### src/rtl/mips_regfile_mp.sv
// Multi-port MIPS register file with pending-write scoreboard.
// Optional same-cycle write->read bypass when RF_BYPASS_EN is defined.
module mips_regfile_mp #(
   parameter int DW      = 32,
   parameter int AW      = 5,
   parameter int NUM_RD  = 3,
   parameter int DBG_REG = 11
) (
   input  logic                 clk,
   input  logic                 reset,
   input  logic [NUM_RD*AW-1:0] rd_addr,
   output logic [NUM_RD*DW-1:0] rd_data,
   output logic [NUM_RD-1:0]    rd_busy,
   input  logic [1:0]           we,
   input  logic [2*AW-1:0]      wa,
   input  logic [2*DW-1:0]      wd,
   input  logic                 iss_valid,
   input  logic [AW-1:0]        iss_addr,
   output logic [DW-1:0]        dbg_data
);

   localparam int DEPTH = 2**AW;

   logic [DW-1:0]    regs [DEPTH];
   logic [DEPTH-1:0] busy;

   logic [AW-1:0] wa0, wa1;
   logic [DW-1:0] wd0, wd1;

   assign wa0 = wa[0 +: AW];
   assign wa1 = wa[AW +: AW];
   assign wd0 = wd[0 +: DW];
   assign wd1 = wd[DW +: DW];

   // Register 0 is only ever written by reset, so it stays zero.
   always_ff @(posedge clk) begin
      if (reset) begin
         for (int unsigned r = 0; r < DEPTH; r++) regs[r] <= '0;
         busy <= '0;
      end else begin
         for (int unsigned r = 1; r < DEPTH; r++) begin
            logic hit0, hit1, set;
            hit0 = we[0] && (wa0 == AW'(r));
            hit1 = we[1] && (wa1 == AW'(r));
            set  = iss_valid && (iss_addr == AW'(r));
            if (hit1)      regs[r] <= wd1;
            else if (hit0) regs[r] <= wd0;
            if (set)               busy[r] <= 1'b1;
            else if (hit0 || hit1) busy[r] <= 1'b0;
         end
         busy[0] <= 1'b0;
      end
   end

   always_comb begin
      rd_data = '0;
      rd_busy = '0;
      for (int unsigned k = 0; k < NUM_RD; k++) begin
         logic [AW-1:0] a;
         logic [DW-1:0] d;
         logic          b;
         a = rd_addr[k*AW +: AW];
         d = regs[a];
         b = busy[a];
`ifdef RF_BYPASS_EN
         // W1 checked last so it overrides W0; a same-cycle issue keeps the register busy.
         if (a != '0) begin
            if (we[0] && wa0 == a) begin
               d = wd0;
               b = iss_valid && (iss_addr == a);
            end
            if (we[1] && wa1 == a) begin
               d = wd1;
               b = iss_valid && (iss_addr == a);
            end
         end
`endif
         if (a == '0) begin
            d = '0;
            b = 1'b0;
         end
         rd_data[k*DW +: DW] = d;
         rd_busy[k]          = b;
      end
   end

   generate
      if (DBG_REG < DEPTH) begin : g_dbg
         assign dbg_data = regs[DBG_REG];
      end else begin : g_dbg_off
         assign dbg_data = '0;
      end
   endgenerate

endmodule

### config.mk
export PLATFORM = sky130hd
export DESIGN_NAME = mips_regfile_mp
export DESIGN_NICKNAME = d
export VERILOG_FILES = /design/src/rtl/mips_regfile_mp.sv
export SDC_FILE = /design/constraint.sdc
export NUM_CORES = 2
export LEC_CHECK = 0
export CELL_PAD_IN_SITES_DETAIL_PLACEMENT = 0
export CELL_PAD_IN_SITES_GLOBAL_PLACEMENT = 1
export CORE_MARGIN = 4
export CORE_UTILIZATION = 50
export CTS_CLUSTER_SIZE = 28
export DETAILED_ROUTE_END_ITERATION = 8
export PLACE_DENSITY_LB_ADDON = 0.3
export SYNTH_ARGS = -nofsm -noshare
export SYNTH_HDL_FRONTEND = slang
export SYNTH_SLANG_ARGS = --single-unit
### constraint.sdc
create_clock -name clk -period 6.3 [get_ports clk]
set_clock_uncertainty 0.15 [all_clocks]
set_input_delay 1.26 -clock clk [delete_from_list [all_inputs] [get_ports clk]]
set_output_delay 1.26 -clock clk [all_outputs]
set_load 0.01 [all_outputs]
* After elaboration in Yosys (flattened, before gate mapping)
Memory sizes are Yosys's and may differ from the RTL's. Index checks and enable logic that the tools add are counted.
Cells by class: magnitude comparators 3, muxes and demuxes 355, eq/ne operators 93, reduce and logical (&&, ||, !) cells 158, bitwise gates (word level) 62
Operators by type and width (count):
- 32-bit 2-to-1 mux | 65
- 1-bit 2-to-1 mux | 287
- 5-bit equality test, second input constant | 48
- 5-bit by 4-bit equality test with 1-bit output, second input constant | 24
- 1-bit logical AND | 93
- 1-bit OR | 62
- 2-bit nonzero test | 31
- 5-bit by 3-bit equality test with 1-bit output, second input constant | 12
- 1-bit logical OR | 31
- 5-bit by 2-bit equality test with 1-bit output, second input constant | 6
- 5-bit by 6-bit < comparator with 1-bit output, second input constant | 3
- 1-bit binary-select mux with 5-bit select | 3
- 5-bit by 1-bit equality test with 1-bit output, second input constant | 3
- 5-bit zero test | 3
Word-level totals: bits in registers 32, memories 1, output and inout port bits 131, RAM bits 1024, logic and storage cells 704, input bits 99
Memory list:
- regs | depth 32, width 32, read ports 4, clocked after memory_dff 0, wr ports 32, RTL line 24 | logic [DW-1:0] regs [DEPTH];

* Depth between registers and ports, before layout
word-level depth 7, gate-level depth with buffers 10, gate-level depth less buffers 5

* Worst setup path after synthesis
Ideal clock, no wire load.
path kind input-to-reg, start input wa[0], end memory regs[23][0] (enable), cell stages on the path 4, required time 5.683 ns, path buffers 2, arrival 4.215 ns, library setup time 0.467 ns, setup slack 1.468 ns, path through clkbuf_1 > nand2_1 > buf_2 > o21ai_0
RTL lines:
- start: declaration | RTL line 15 | input logic [2*AW-1:0] wa,
- end: declaration | RTL line 24

* Worst setup path in the final report
start input rd_addr[2], end output rd_data[1]
On the way: cells in the longest elaborated chain, start to end 2, elaborated cells on any way between the ends 3, those cells by class mux (1); reduce/logical (1); memory (1)
RTL lines:
- start: declaration | RTL line 11 | input logic [NUM_RD*AW-1:0] rd_addr,
- memory read 32 x 32 bit or 5-bit zero test (tied branches)
- 32-bit 2-to-1 mux (*) | RTL line 78 | if (a == '0) begin
- end: declaration | RTL line 12 | output logic [NUM_RD*DW-1:0] rd_data,
Mark *: on every way between the ends. The rest lies on a longest branch, timed or not.

==> results.yml <==
status:
  status: "finished with violations"
  violations: "max-capacitance violations, negative setup slack"
place:
  port_buffers: 229
  post-place-ws_ps: -148.6
  dp_hpwl_um: 210700
  gp_congestion: 0.9899
power:
  p_sw_share_pct: 29.59
  seqPwrFrac_pct: 42.8
  comb_power_share_pct: 20.2
  power_density_nw_per_um2: 253.9
  pwr-share-clk_pct: 37.0
  leakage_uw: 0.02601
  p_int_uw: 13910
  switchingPower_uw: 5846
  peakVddDrop_mv: 0.2724
  p_total_uw: 19760
layout:
  fillers: 11360
  nets: 6228
  utilization_pct: 57.15
  area_growth_pct: 12.88
  drive_above_1_share_pct: 22.33
  seqCellArea_sq_um: 30410
  multi_input_area_sq_um: 35730
grt:
  grt_use_met2_pct: 63.60
  gr-usage-all-layers_pct: 44.29
  globalRoute.totalOverflow: 0
  grtUsageMet1_pct: 54.70
  gr-max-usage-layer: "met2"
  antenna_found_initial: 13
  grt_pass1_wl_um: 445800
  grt_pass1_vias: 58220
  grt_max_degree: 75
  use_met3_pct: 14.94
synth:
  synth_commonest_cells: "992 x edfxtp_1, 852 x nand2_1, 594 x mux4_2"
  ys.flop_type: "edfxtp_1"
  synth-edff-count: 992
  yosysMostFrequentCell: "edfxtp_1"
  synthDominantCellAreaShare_pct: 43.22
  synth_seq_area_share_pct: 44.12
  syn-num-nets: 6295
  async_reset_ff_share_pct: 0
  yosys-top-cells-area: "edfxtp_1 43%, mux4_2 19%, nand2_1 4.6%"
  syn_inst: 6196
  yosys.cell_types.count: 64
  syn_avg_cell_area_sq_um: 11.12
  ys_seq_elements: 1023
  yosys.area.top_type: "edfxtp_1"
  ys_warn_count: 0
  syn_area_sq_um: 68930
clock_network:
  postCtsSetupBuffers: 0
  clockRootBuffer: "clkbuf_16"
  cts.path.max_buffers: 3
  clk_pin_slew_ps: 60
  htreeDepth: 3
  numClockSinks: 1023
  cts_tree: "done"
  cts_buffers: 118
  clk_latency_ps: 760
critical_path:
  critical_path_required_ps: 4890
  endpoint_kind: "output pin"
  cp-endpoint: "rd_data[1]"
  rrSetupSlack_ps: 5420
  critical_path_class: "input pin to output pin"
  worstPathMaxFanout: 59
  r2r-start: "busy[20]$_SDFFE_PP0P_"
  reg2reg_depth: 2
  worstReg2RegEnd: "busy[20]$_SDFFE_PP0P_"
  worst_setup_path_start_kind: "input pin"
  cp.arrival_ps: 4900
  startpoint: "rd_addr[2]"
run:
  maxCapViolCount: 1
die:
  start_util_pct: 50.63
  rows: 135
  die_area_sq_um: 143900
  fp.dieH_um: 379.3
  io_pins: 230
  dieWidth_um: 379.3
  core_sq_um: 136100
sta:
  hold_slack_ps: 345.8
  setup_viol: 1
  finalHoldViolations: 0
  fin_crit_ps: 6307
  fmax_mhz: 158.6
  slew-limit-headroom_pct: 1.073
  rsz0062_at_grt: "false"
  tightest_slew_ps: 1447
  setup_ws_ps: -7.128
  timing.final.crit_share_pct: 100.1
  drv_slew: 0
  tns_ps: -7.128
detailed_routing:
  drt_iter0_drc: 12060
  finalWirelength_um: 324000
  drc: 0
  drt-wirelength-per-cell_um: 40.40
  via_count: 62110
  firstDrtPassIters: 7
  ant_nets: 0
  vias_per_cell: 7.745
hold_path:
  hold_path.class: "register to register"
[cells by family after synthesis]
logic type,after synthesis,share of synthesized area [%]
AND/OR/NAND/NOR,1819,11.59
AO/OA/AOI/OAI,1603,14.57
flip-flops,1023,44.12
multiplexers,961,24.98
buffers and inverters,790,4.747
[timing repair]
item | in CTS | in global routing
cloned | 0 | 0
hold buffers | 0 | 0
resized for setup | 1 | 3
setup endpoints to repair | 1 | 2
[cell type report]
cell class / count / share of cell area [%]
diodes: 10 / 0.03216
clock buffers: 145 / 4.075
clock inverters: 75 / 1.071
inverters: 34 / 0.1705
multi-input cells: 4383 / 45.92
flip-flops and latches: 1023 / 39.08
well taps: 1781 / 2.864
repair buffers: 569 / 6.783
[cell usage in the layout, fill, tap and decap left out, types with 17 or more instances in the layout]
master,n
dfxtp_1,31
o21ai_1,17
mux4_2,594
nor2b_1,141
o211ai_1,64
clkinv_2,30
a22o_1,143
nand3_1,79
inv_1,32
nor3_1,88
a221oi_1,89
buf_12,33
buf_4,311
clkbuf_16,123
o21ai_0,560
mux2i_1,234
a21oi_1,213
bufinv_16,17
clkbuf_1,21
o22ai_1,371
clkdlybuf4s50_1,213
nand2b_1,48
edfxtp_1,992
nor2_1,490
a22oi_1,19
mux2_2,130
nand2_1,849
o221a_2,32
[through the flow]
step           instance area, sq um  std cells
2_1_floorplan                 68930       6196
3_3_place_gp                  73750       7790
3_5_place_dp                  73750       7790
4_1_cts                       77760       8010
5_1_grt                       77790       8012
6_report                      77810       8020
[power groups by stage]
stage,logic [uW],clock network [uW],registers [uW]
2_1_floorplan,2250,0,8390
3_3_place_gp,3790,0,8520
3_5_place_dp,3810,0,8560
4_1_cts,3830,7270,8420
5_1_grt,4060,7550,8480
6_report,4000,7300,8450
[state kept, by name, indices dropped and copies added (netlist names)]
name and cells:
busy 31, regs 992
[metal layers]
layer / routed length, um / vias to the layer above / part of all wire [%]
met3: 50240 / 1582 / 16
met2: 135400 / 6295 / 42
li1: - / 23930 / -
met1: 104700 / 30290 / 32
met5: 88 / - / 0.027
met4: 33660 / 10 / 10
[worst min path at each step]
stage,from,endpoint,depth (start not counted)
finish,busy[31]$_SDFFE_PP0P_,busy[31]$_SDFFE_PP0P_,2
global route,busy[7]$_SDFFE_PP0P_,busy[7]$_SDFFE_PP0P_,2
CTS,busy[7]$_SDFFE_PP0P_,busy[7]$_SDFFE_PP0P_,2
detailed placement,busy[7]$_SDFFE_PP0P_,busy[7]$_SDFFE_PP0P_,2
global placement,busy[31]$_SDFFE_PP0P_,busy[31]$_SDFFE_PP0P_,2
floorplan,busy[31]$_SDFFE_PP0P_,busy[31]$_SDFFE_PP0P_,2
[worst max-delay path, cell delays in order]
cell and delay, ps:
buf_8 440, buf_4 620, mux2_2 430, o22ai_1 270, a2111oi_2 140, a311oi_2 750, buf_4 250, o31ai_1 90
clkdlybuf4s50_1 570
(Power assumes the default switching activity.)
